$ cat src/rtl/sisc_ifetch.sv
// Instruction-fetch front end for the sisc core: owns the fetch PC, issues word reads over
// a req/ack handshake and presents prefetched words in order through a small buffer.
module sisc_ifetch #(
    parameter int                ADDR_W   = 16,
    parameter int                DEPTH    = 2,
    parameter logic [ADDR_W-1:0] RESET_PC = '0
) (
    input  logic              clk,
    input  logic              rst_f,
    output logic              imem_req,
    output logic [ADDR_W-1:0] imem_addr,
    input  logic              imem_ack,
    input  logic [31:0]       imem_rdata,
    output logic [31:0]       ir,
    output logic [ADDR_W-1:0] ir_pc,
    output logic              ir_valid,
    input  logic              ir_ack,
    input  logic              br_taken,
    input  logic [ADDR_W-1:0] br_addr,
    input  logic              halt
);

    localparam int PTR_W = $clog2(DEPTH);
    localparam int CNT_W = PTR_W + 1;

    typedef enum logic [1:0] {
        IDLE = 2'd0,
        REQ  = 2'd1,
        DROP = 2'd2
    } state_t;

    state_t            state, state_d;
    logic [ADDR_W-1:0] fpc, fpc_d, addr_d;
    logic              req_d;
    logic              push, pop;

    logic [31:0]       buf_data [DEPTH];
    logic [ADDR_W-1:0] buf_pc   [DEPTH];
    logic [PTR_W-1:0]  rd_ptr, wr_ptr, rd_next;
    logic [CNT_W-1:0]  count, count_d, count_popped;

    assign ir_valid     = (count != '0);
    assign pop          = ir_valid && ir_ack && !br_taken;
    assign count_popped = count - CNT_W'(pop);
    assign rd_next      = rd_ptr + PTR_W'(pop);
    assign count_d      = br_taken ? '0 : count_popped + CNT_W'(push);

    always_comb begin
        state_d = state;
        req_d   = imem_req;
        addr_d  = imem_addr;
        fpc_d   = fpc;
        push    = 1'b0;
        case (state)
            IDLE: begin
                if (br_taken) begin
                    fpc_d = br_addr;
                end else if (!halt && (count < CNT_W'(DEPTH))) begin
                    state_d = REQ;
                    req_d   = 1'b1;
                    addr_d  = fpc;
                end
            end
            REQ: begin
                if (imem_ack && br_taken) begin
                    fpc_d   = br_addr;
                    req_d   = 1'b0;
                    state_d = IDLE;
                end else if (imem_ack) begin
                    push  = 1'b1;
                    fpc_d = fpc + ADDR_W'(1);
                    // Stream back-to-back only while the buffer still has room after this push.
                    if (!halt && ((count_popped + CNT_W'(1)) < CNT_W'(DEPTH))) begin
                        addr_d = fpc + ADDR_W'(1);
                    end else begin
                        req_d   = 1'b0;
                        state_d = IDLE;
                    end
                end else if (br_taken) begin
                    fpc_d   = br_addr;
                    state_d = DROP;
                end
            end
            DROP: begin
                if (br_taken) begin
                    fpc_d = br_addr;
                end
                if (imem_ack) begin
                    req_d   = 1'b0;
                    state_d = IDLE;
                end
            end
            default: begin
                req_d   = 1'b0;
                state_d = IDLE;
            end
        endcase
    end

    always_ff @(posedge clk or negedge rst_f) begin
        if (!rst_f) begin
            state     <= IDLE;
            imem_req  <= 1'b0;
            imem_addr <= '0;
            fpc       <= RESET_PC;
        end else begin
            state     <= state_d;
            imem_req  <= req_d;
            imem_addr <= addr_d;
            fpc       <= fpc_d;
        end
    end

    // ir/ir_pc are registered copies of the next head so they keep the last word once empty.
    always_ff @(posedge clk or negedge rst_f) begin
        if (!rst_f) begin
            count  <= '0;
            rd_ptr <= '0;
            wr_ptr <= '0;
            ir     <= '0;
            ir_pc  <= '0;
            for (int i = 0; i < DEPTH; i++) begin
                buf_data[i] <= '0;
                buf_pc[i]   <= '0;
            end
        end else begin
            count <= count_d;
            if (br_taken) begin
                rd_ptr <= '0;
                wr_ptr <= '0;
            end else begin
                if (push) begin
                    buf_data[wr_ptr] <= imem_rdata;
                    buf_pc[wr_ptr]   <= imem_addr;
                    wr_ptr           <= wr_ptr + PTR_W'(1);
                end
                rd_ptr <= rd_next;
            end
            if (count_d != '0) begin
                if (count_popped == '0) begin
                    ir    <= imem_rdata;
                    ir_pc <= imem_addr;
                end else begin
                    ir    <= buf_data[rd_next];
                    ir_pc <= buf_pc[rd_next];
                end
            end
        end
    end

endmodule

$ cat config.mk
export PLATFORM = sky130hd
export DESIGN_NAME = sisc_ifetch
export DESIGN_NICKNAME = d
export VERILOG_FILES = /design/src/rtl/sisc_ifetch.sv
export SDC_FILE = /design/constraint.sdc
export NUM_CORES = 1
export LEC_CHECK = 0
export BUFFER_PORTS_ARGS = -buffer_cell sky130_fd_sc_hd__buf_4
export CAP_MARGIN = 30
export CORE_MARGIN = 4
export CORE_UTILIZATION = 25
export CTS_CLUSTER_DIAMETER = 100
export DETAILED_ROUTE_END_ITERATION = 10
export PLACE_DENSITY_LB_ADDON = 0.05
export SETUP_SLACK_MARGIN = 0.2
export SYNTH_ARGS = -nofsm -noshare
export SYNTH_HDL_FRONTEND = slang
export SYNTH_SLANG_ARGS = --single-unit
$ cat constraint.sdc
create_clock -name clk -period 3 [get_ports clk]
set_input_delay 0.15 -clock clk [delete_from_list [all_inputs] [get_ports clk]]
set_output_delay 0.15 -clock clk [all_outputs]
set_load 0.05 [all_outputs]
After elaboration in Yosys (flattened, before gate mapping)
Index checks and enable logic that the tools add are counted.

Bitwise logic cells: 3. Shift-type cells: 0. Divide/modulo/power cells: 0. Mux-type cells: 46. Reduce and logical (&&, ||, !) cells: 20. Add/sub/neg operators: 6. Magnitude comparators: 5. Eq/ne operators: 12. Multiply operators: 0.

Operators with widths (count): 2-to-1 mux 16 bit (13); 2-to-1 mux 32 bit (5); bitwise mux 64 bit (1); one-hot mux 16 bit (2 select lines) (2); bitwise mux 32 bit (1); demux 32 bit (select 1 bit) (1); adder 16 x 1 -> 16 bit, second input constant (1); demux 16 bit (select 1 bit) (1); 2-to-1 mux 2 bit (8); 2-to-1 mux 1 bit (12); != test 2 bit, second input constant (6); AND reduction 5 bit (2); nonzero test 2 bit (5); != test 4 bit, second input constant (2); logical AND 1 bit (6); != test 3 bit, second input constant (2); one-hot mux 2 bit (3 select lines) (1); AND reduction 6 bit (1); >= comparator 2 bit, second input constant (2); logical NOT 2 bit (2); less-than comparator 2 bit, second input constant (2); inverter 1 -> 2 bit (2); one-hot mux 1 bit (3 select lines) (1); adder 2 x 1 -> 2 bit (1); 11 further kinds (12).

Output and inout port bits: 66. Bits in writable memories: 0. ROM bits: 0. Register bits after elaboration: 183. Memories: 0. Bits in latches: 0.

Depth between registers and ports, before layout
Gate-level depths: netlist of run 1.

Depth after elaboration: 11. Gate-level depth with buffers: 12. Gate-level depth less buffers: 10.

Worst setup path before layout of run 1
No wires, ideal clock.

Path kind: reg2reg. Start: reg count[1]. End: reg ir[20]. Buffers on the path: 2. Setup slack: 623 ps. Clock period less this slack: 2377 ps. Stages on the path, launching flop included: 13. Required time: 2908 ps. Setup time: 92 ps. Arrival: 2285 ps. Cells stage by stage: dfrtp_1 nor2_2 nor2_1 ha_1 inv_1 ha_1 xnor3_1 nor2_1 nor2_1 buf_2 clkbuf_1 nand2_1 o31ai_2.

RTL lines: start: declaration (RTL line 40) `logic [CNT_W-1:0] count, count_d, count_popped;`; start signal: assignment (RTL line 127) `count <= count_d;`; nonzero test 2 bit (RTL line 42) `assign ir_valid = (count != '0);`; logical AND 1 bit (2 in a row) (RTL line 43) `assign pop = ir_valid && ir_ack && !br_taken;`; subtractor 2 x 1 -> 2 bit (*) (RTL line 44) `assign count_popped = count - CNT_W'(pop);`; adder 2 x 1 -> 2 bit (*) (RTL line 46) `assign count_d = br_taken ? '0 : count_popped + CNT_W'(push);`; 2-to-1 mux 2 bit (*) (RTL line 46); net count_d[1] (RTL line 40); nonzero test 2 bit (*) (RTL line 139) `if (count_d != '0) begin`; end signal: assignment (RTL line 141) `ir <= imem_rdata;`; end signal: assignment (RTL line 144) `ir <= buf_data[rd_next];`; end: declaration (RTL line 14) `output logic [31:0] ir,`.

Mark *: on every way through the listed nets, which the timed path passes. The rest lies on a longest branch. The select of a mux whose other input is x is not followed. A chain may end at the register's enable or synchronous reset.

Final worst setup path of run 1
Start: reg count[1]. End: reg ir_pc[1].

RTL lines: nonzero test 2 bit (RTL line 42); logical AND 1 bit (2 in a row) (RTL line 43); subtractor 2 x 1 -> 2 bit (*) (RTL line 44); adder 2 x 1 -> 2 bit (*) (RTL line 46); 2-to-1 mux 2 bit (*) (RTL line 46); net count_d[1] (RTL line 40); nonzero test 2 bit (*) (RTL line 139); end signal: assignment (RTL line 142) `ir_pc <= imem_addr;`; end signal: assignment (RTL line 145) `ir_pc <= buf_pc[rd_next];`; end: declaration (RTL line 15) `output logic [ADDR_W-1:0] ir_pc,`.

Marks and branches as above.

==> impl_metrics.env, run 1 <==
export IMPL_dieArea_um2=38700
export IMPL_max_slew_headroom_pct=45.5
export IMPL_combPwrFrac_pct=38.6
export IMPL_finish_net_count=1002
export IMPL_ant_nets=0
export IMPL_io_buffers=119
export IMPL_postSynthCellCount=820
export IMPL_grt_overflow=0
export IMPL_timing_final_crit_share_pct=82.7
export IMPL_final_cell_count_no_fill=1412
export IMPL_setup_violations_final=0
export IMPL_max_freq_mhz=403
export IMPL_antenna_violations_before_repair=0
export IMPL_cts_htree_levels=4
export IMPL_grt_max_degree=72
export IMPL_criticalPathCategory="flip-flop to flip-flop"
export IMPL_leading_cell_type_in_the_layout_fill_and_taps_excluded="dfrtp_1"
export IMPL_hold_path_class="input port to flip-flop"
export IMPL_synth_top_area_cells="dfrtp_1 51%, mux2_2 12%, o31ai_1 4.0%"
export IMPL_synth_edff_count=0
export IMPL_clock_sinks=183
export IMPL_vdd_ir_drop_worst_uv=545
export IMPL_worst_setup_hold_path_clk_slew_ns=0.07
export IMPL_placementRows=68
export IMPL_synthDistinctLibCells=53
export IMPL_placeableCoreArea_um2=34900
export IMPL_boundaryPins=120
export IMPL_use_met1_pct=19.7
export IMPL_cellLeakagePower_nw=5.03
export IMPL_ys_warnings_count=0
export IMPL_worst_slew_pin_transition_ns=0.812
export IMPL_ys_flop_type="dfrtp_1"
export IMPL_synthArstFlopShare_pct=100
export IMPL_report_final_hold_viol_count=0
export IMPL_timing_max_cap_violations=0
export IMPL_drt_total_wl_mm=25.8
export IMPL_die_width_um=197
export IMPL_starting_density_of_the_core_pct=25.6
export IMPL_power_clock_fraction_pct=22.8
export IMPL_synth_sequential_area_ratio_pct=51.4
export IMPL_antenna_cells_inserted=0
export IMPL_detail_route_iter0_violations=253
export IMPL_grt_met2_usage_pct=21.3
export IMPL_yosysTopAreaCell="dfrtp_1"
export IMPL_syn_area_um2=8920
export IMPL_mappedNetlistNets=878
export IMPL_setup_tns_final_ns=0
export IMPL_layout_drive_gt1_share_pct=28.9
export IMPL_timing_max_transition_violations_final=0
export IMPL_grt_pass1_wl_mm=41.6
export IMPL_int_pwr_w=0.00603
export IMPL_gp_congestion=0.705
export IMPL_switching_power_w=0.00406
export IMPL_skew_ns=0.0108
export IMPL_synth_top_area_share_pct=51.4
export IMPL_cts_root_to_sink_buffers=2
export IMPL_avgSynthCellArea_um2=10.9
export IMPL_final_core_utilization_pct=32.2
export IMPL_routed_length_per_placed_instance_um=18.2
export IMPL_placed_cells=1343
export IMPL_final_fill_count=3611
export IMPL_clock_insertion_delay_worst_skew_ns=0.44
export IMPL_layout_min_cycle_time_ns=2.48
export IMPL_endpoint_kind="flip-flop"
export IMPL_crit_path_start_kind="flip-flop"
export IMPL_power_per_cell_area_nw_per_um2=897
export IMPL_root_buffer="clkbuf_16"
export IMPL_final_cell_mix="183 x dfrtp_1, 130 x buf_4, 93 x mux2_2"
export IMPL_syn2layout_area_growth_pct=26.1
export IMPL_power_share_sequential_pct=38.5
export IMPL_grt_met3_usage_pct=2.77
export IMPL_via_count_of_the_first_global_routing_pass=6899
export IMPL_global_route_peak_usage_layer="met2"
export IMPL_cts_inserted_buffers=17
export IMPL_drc=0
export IMPL_dr_pass1_iters=4
export IMPL_maximum_net_fanout_on_the_critical_path=38
export IMPL_cp_data_arrival_time_ns=2.82
export IMPL_rsz_0062_raised_after_global_routing="false"
export IMPL_globalRouteTotalUtil_pct=13.6
export IMPL_post_dp_hpwl_mm=16.3
export IMPL_required_ns=3.34
export IMPL_net_switching_share_of_the_total_power_pct=40.2
export IMPL_number_of_synthesized_register_bits=183
export IMPL_dr_total_vias=6468
export IMPL_result_of_the_run="finished clean"
export IMPL_dieHeight_um=197
export IMPL_tritoncts_clock_tree="built"
export IMPL_vias_per_cell=4.58
==> power by group through the flow <==
stage | logic [W] | registers (W) | clock network, W
after detailed placement | 0.00393 | 0.00396 | 0
after floorplan | 0.00150 | 0.00504 | 0
after CTS | 0.00397 | 0.00392 | 0.00240
after global routing | 0.00424 | 0.00402 | 0.00251
final | 0.00390 | 0.00389 | 0.00230
after global placement | 0.00390 | 0.00397 | 0
==> through the flow <==
| step | instance area [um2] | setup WS (ns) | power, W | hold WS [ns] |
|---|---|---|---|---|
| global route | 11200 | 0.250 | 0.0108 | 0.0342 |
| floorplan | 8920 | 0.623 | 0.00654 | -0.146 |
| global placement | 10300 | 0.535 | 0.00787 | 0.227 |
| CTS | 11200 | 0.467 | 0.0103 | 0.000754 |
| detailed placement | 10300 | 0.482 | 0.00789 | 0.225 |
| finish | 11200 | 0.519 | 0.0101 | 0.0284 |
==> registers in the layout, indices dropped and copies added, names as in the netlist <==
register	count
imem_req	1
imem_addr	16
fpc	16
count	2
wr_ptr	1
rd_ptr	1
buf_data	64
state	2
buf_pc	32
ir	32
ir_pc	16
==> synthesized netlist by cell type (2+ instances only) <==
| master | n |
|---|---|
| dfrtp_1 | 183 |
| mux2_2 | 93 |
| nand2_1 | 86 |
| and3_1 | 51 |
| nor2b_1 | 50 |
| o31ai_1 | 47 |
| a211oi_1 | 46 |
| clkbuf_1 | 42 |
| o21ai_0 | 34 |
| nor2_1 | 24 |
| a21oi_1 | 19 |
| xnor2_1 | 15 |
| xor2_1 | 14 |
| nand3_1 | 12 |
| buf_2 | 11 |
| mux2i_1 | 10 |
| o22ai_1 | 8 |
| buf_6 | 7 |
| inv_1 | 6 |
| nor3_1 | 6 |
| buf_4 | 5 |
| a221o_1 | 4 |
| ha_1 | 4 |
| nand2b_1 | 4 |
| o21ai_1 | 4 |
| buf_1 | 3 |
| mux2_1 | 3 |
| a211oi_2 | 2 |
| a32oi_1 | 2 |
| nand4_1 | 2 |
==> cells by family after synthesis <==
kind of cell | count (synthesis) | share of synthesized area [%]
buffers and inverters | 76 | 4.17
XOR/XNOR | 30 | 3.10
adder cells (fa/ha/maj) | 4 | 0.561
flip-flops | 183 | 51.4
AO/OA/AOI/OAI | 175 | 13.5
multiplexers | 106 | 13.2
AND/OR/NAND/NOR | 246 | 14.1
==> what timing repair did <==
item	4_1_cts	5_1_grt
resized for setup	0	0
endpoints found under the setup margin	0	0
setup buffers	0	0
hold buffers	37	0
endpoints found under the hold margin	137	0
==> worst paths after layout <==
kind / cells past startpoint / endpoint / start / slack [ns]
setup reg to reg: 10 / ir_pc[1] / count[1] / 0.52
setup / recovery: 10 / ir_pc[1] / count[1] / 0.52
max in group asynchronous: 3 / buf_data[1] / rst_f / 1.91
hold reg to reg: 2 / ir[29] / ir[29] / 0.48
hold / removal: 3 / fpc[3] / br_addr[3] / 0.03
min in group asynchronous: 2 / ir[24] / rst_f / 0.28
==> worst max-delay path: stages (launching register included) <==
cell     delay, ns
dfrtp_1       0.46
nor2_2        0.24
nor2_1        0.08
ha_1          0.34
inv_1         0.06
ha_1          0.20
xnor3_1       0.17
nor2_1        0.21
nor2_4        0.06
buf_4         0.25
o31ai_1       0.28
==> per-layer routing <==
metal  wire (um)  vias to the layer above
met1       13200                     3182
met4         176                        0
met2       11700                       90
met3         706                       11
met5           0                        -
li1            -                     3185
==> cell type report <==
cell class                 count  area, um2  area share [%]
multi-input combinational    561       4010            35.6
sequential                   183       4580            40.7
inverter                       7       26.3           0.234
clock inverter                11        125            1.11
timing repair buffer         174       1480            13.2
tap                          455        569            5.06
clock buffer                  21        460            4.09
No activity file was read; power rests on OpenSTA's default activity.
==> inputs of run 2 (changes only) <==
--- a/config.mk
+++ b/config.mk
@@ -5,6 +5,7 @@
 export SDC_FILE = /design/constraint.sdc
 export NUM_CORES = 1
 export LEC_CHECK = 0
+export ABC_AREA = 1
 export BUFFER_PORTS_ARGS = -buffer_cell sky130_fd_sc_hd__buf_4
 export CAP_MARGIN = 30
 export CORE_MARGIN = 4
==> constraint.sdc (replaced) <==
create_clock -name clk -period 2.1 [get_ports clk]
set_input_delay 0.105 -clock clk [delete_from_list [all_inputs] [get_ports clk]]
set_output_delay 0.105 -clock clk [all_outputs]
set_load 0.05 [all_outputs]
==> impl_metrics.env, run 2 <==
export IMPL_result_of_the_run="finished clean"
export IMPL_syn2layout_area_growth_pct=35.7
export IMPL_dieArea_um2=39200
export IMPL_vias_per_cell=4.39
export IMPL_io_buffers=119
export IMPL_setup_violations_final=0
export IMPL_dieHeight_um=198
export IMPL_syn_area_um2=9030
export IMPL_yosysTopAreaCell="dfrtp_1"
export IMPL_min_from="halt"
export IMPL_critical_path_slowest_cell="dfrtp_1"
export IMPL_grt_pass1_wl_mm=48.7
export IMPL_drt_total_wl_mm=30.5
export IMPL_max_freq_mhz=480
export IMPL_ys_warnings_count=0
export IMPL_final_core_utilization_pct=34.4
export IMPL_synth_most_common_cell="nand2_1"
export IMPL_setup_tns_final_ns=0
export IMPL_cts_inserted_buffers=17
export IMPL_reg2reg_from="count[1]"
export IMPL_worst_slew_pin_transition_ns=0.532
export IMPL_synth_sequential_area_ratio_pct=50.7
export IMPL_cts_root_to_sink_buffers=2
export IMPL_synth_top_cells_by_count="458 x nand2_1, 183 x dfrtp_1, 80 x inv_1, 78 x nor2_1, 73 x o21ai_1"
export IMPL_report_final_hold_viol_count=0
export IMPL_grt_overflow=0
export IMPL_placementRows=69
export IMPL_synthArstFlopShare_pct=100
export IMPL_antenna_violations_before_repair=0
export IMPL_clock_insertion_delay_worst_skew_ns=0.43
export IMPL_post_dp_hpwl_mm=19.2
export IMPL_clock_sinks=183
export IMPL_top_register="buf_data"
export IMPL_routed_length_per_placed_instance_um=16.7
export IMPL_ys_flop_type="dfrtp_1"
export IMPL_power_per_cell_area_nw_per_um2=1270
export IMPL_criticalPathCategory="flip-flop to flip-flop"
export IMPL_antenna_cells_inserted=0
export IMPL_timing_critical_path_cells="inv_2, nand2_8, nand3_4, clkinv_4, ha_4, xnor2_2, ha_1, inv_1, nand2_1, nor2_1, nand2_1, nand2_4, buf_6, o21ai_2, o22ai_1"
export IMPL_finish_net_count=1416
export IMPL_worst_setup_hold_path_clk_slew_ns=0.07
export IMPL_hold_path_class="input port to flip-flop"
export IMPL_drc=0
export IMPL_cpPeakStageDelay_ns=0.39
export IMPL_cellLeakagePower_nw=5.94
export IMPL_synth_top_area_share_pct=50.7
export IMPL_number_of_synthesized_register_bits=183
export IMPL_leading_cell_type_in_the_layout_fill_and_taps_excluded="nand2_1"
export IMPL_via_count_of_the_first_global_routing_pass=8324
export IMPL_final_cell_mix="453 x nand2_1, 183 x dfrtp_1, 149 x buf_4"
export IMPL_timing_final_crit_share_pct=99.2
export IMPL_critPathLaunch="count[1]"
export IMPL_synth_top_area_cells="dfrtp_1 51%, nand2_1 19%, o21ai_1 4.0%"
export IMPL_skew_ns=0.00907
export IMPL_cts_htree_levels=4
export IMPL_root_buffer="clkbuf_16"
export IMPL_largest_reg_flops=64
export IMPL_largest_registers="buf_data: 64 flops, buf_pc: 32 flops, ir: 32 flops"
export IMPL_timing_max_transition_violations_final=0
export IMPL_gp_congestion=0.754
export IMPL_starting_density_of_the_core_pct=25.4
export IMPL_ant_nets=0
export IMPL_dr_pass1_iters=4
export IMPL_synthDistinctLibCells=34
export IMPL_layout_min_cycle_time_ns=2.08
export IMPL_crit_top_cell="nand2_1"
export IMPL_mappedNetlistNets=1236
export IMPL_globalRouteTotalUtil_pct=16.0
export IMPL_synth_edff_count=0
export IMPL_cp_data_arrival_time_ns=2.43
export IMPL_maximum_net_fanout_on_the_critical_path=6
export IMPL_required_ns=2.45
export IMPL_die_width_um=198
export IMPL_crit_path_start_kind="flip-flop"
export IMPL_layout_drive_gt1_share_pct=20.2
export IMPL_vdd_ir_drop_worst_uv=653
export IMPL_final_fill_count=3833
export IMPL_postSynthCellCount=1178
export IMPL_detail_route_iter0_violations=404
export IMPL_grt_max_degree=97
export IMPL_avgSynthCellArea_um2=7.66
export IMPL_max_slew_headroom_pct=64.5
export IMPL_placeableCoreArea_um2=35600
export IMPL_boundaryPins=120
export IMPL_dr_total_vias=8044
export IMPL_endpoint_kind="flip-flop"
export IMPL_rsz_0062_raised_after_global_routing="true"
export IMPL_timing_max_cap_violations=0
export IMPL_tritoncts_clock_tree="built"
run 2: cell types whose count changed in the layout (fill, tap and decap cells not counted), sizes merged, moves of 12 or more:
cell	previous run	this run
and3	51	0
o21ai	39	120
o31ai	48	1
nand2	87	467
inv	7	87
buf	136	176
nor2	25	81
a21oi	19	64
dlygate4sd3	37	49
nand3	12	71
mux2	96	0
nor2b	50	0
a211oi	48	0
run 2: timing repair:
action	4_1_cts	5_1_grt
gates cloned	7	1
pin swaps	4	6
endpoints found under the hold margin	127	0
gates resized for setup	30	31
setup buffers	9	2
hold buffers	49	0
setup endpoints to repair	65	67
run 2: logic make-up (layout without fill, tap and decap cells):
family / count (synthesis) / after routing / synth area share (%)
simple gates: 626 / 626 / 27.9
compound gates: 200 / 200 / 11.9
xor+xnor: 9 / 9 / 0.873
buf+inv: 156 / 349 / 7.98
flops: 183 / 183 / 50.7
fa+ha+maj: 4 / 4 / 0.554
run 2: path summary, 6_finish.rpt:
path                            slack [ns]      endpoint  depth (start not counted)
worst max-delay path                  0.02  imem_addr[7]                         15
worst max register to register        0.02  imem_addr[7]                         15
max in group asynchronous             1.19        ir[12]                          3
worst min register to register        0.48      imem_req                          2
worst min-delay path                  0.03      imem_req                          5
min in group asynchronous             0.18        ir[23]                          2
run 2: critical path: cells and delay by family (launching register included):
kind | cells | cell delay, ns
xor gates and xnor gates | 1 | 0.13
AOI/OAI and AO/OA | 2 | 0.18
buffers and inverters | 4 | 0.36
adders and majority gates | 2 | 0.44
and+or+nand+nor | 6 | 0.52
DFF | 1 | 0.39
run 2: final cells by class:
cell class              count  area [um2]  share of cell area [%]
inverters                  90         368                    3.00
clock buffers              25         505                    4.13
multi-input cells         839        3930                    32.1
well taps                 461         577                    4.71
flip-flops and latches    183        4580                    37.4
repair buffers            227        2170                    17.7
clock inverters             7         115                   0.940
run 2: layer usage:
| layer | vias to the layer above | global-route usage [%] | routed length [um] |
|---|---|---|---|
| met5 | - | 0 | 0 |
| met4 | 0 | 3.57 | 310 |
| met3 | 17 | 2.19 | 830 |
| met2 | 117 | 26.3 | 14300 |
| met1 | 3803 | 22.5 | 15000 |
| li1 | 4107 | - | - |
run 2: stage by stage:
step / area [um2] / setup slack (ns) / total power (W) / cells / hold WS, ns
after floorplan: 9190 / 0.00248 / 0.00979 / 1178 / -0.191
after global placement: 10700 / -0.0231 / 0.0119 / 1732 / 0.0869
after detailed placement: 10700 / -0.0492 / 0.0119 / 1732 / 0.0829
after CTS: 12100 / 0.00812 / 0.0158 / 1829 / 0.0135
after global routing: 12300 / -0.151 / 0.0167 / 1832 / 0.0392
final: 12300 / 0.0177 / 0.0156 / 1832 / 0.0271
run 2: power by group:
| group | switching (W) | leakage (nW) | internal [W] |
|---|---|---|---|
| sequential | 0.000936 | 2.34 | 0.00478 |
| clock | 0.00142 | 0.299 | 0.00203 |
| combinational | 0.00426 | 3.30 | 0.00218 |
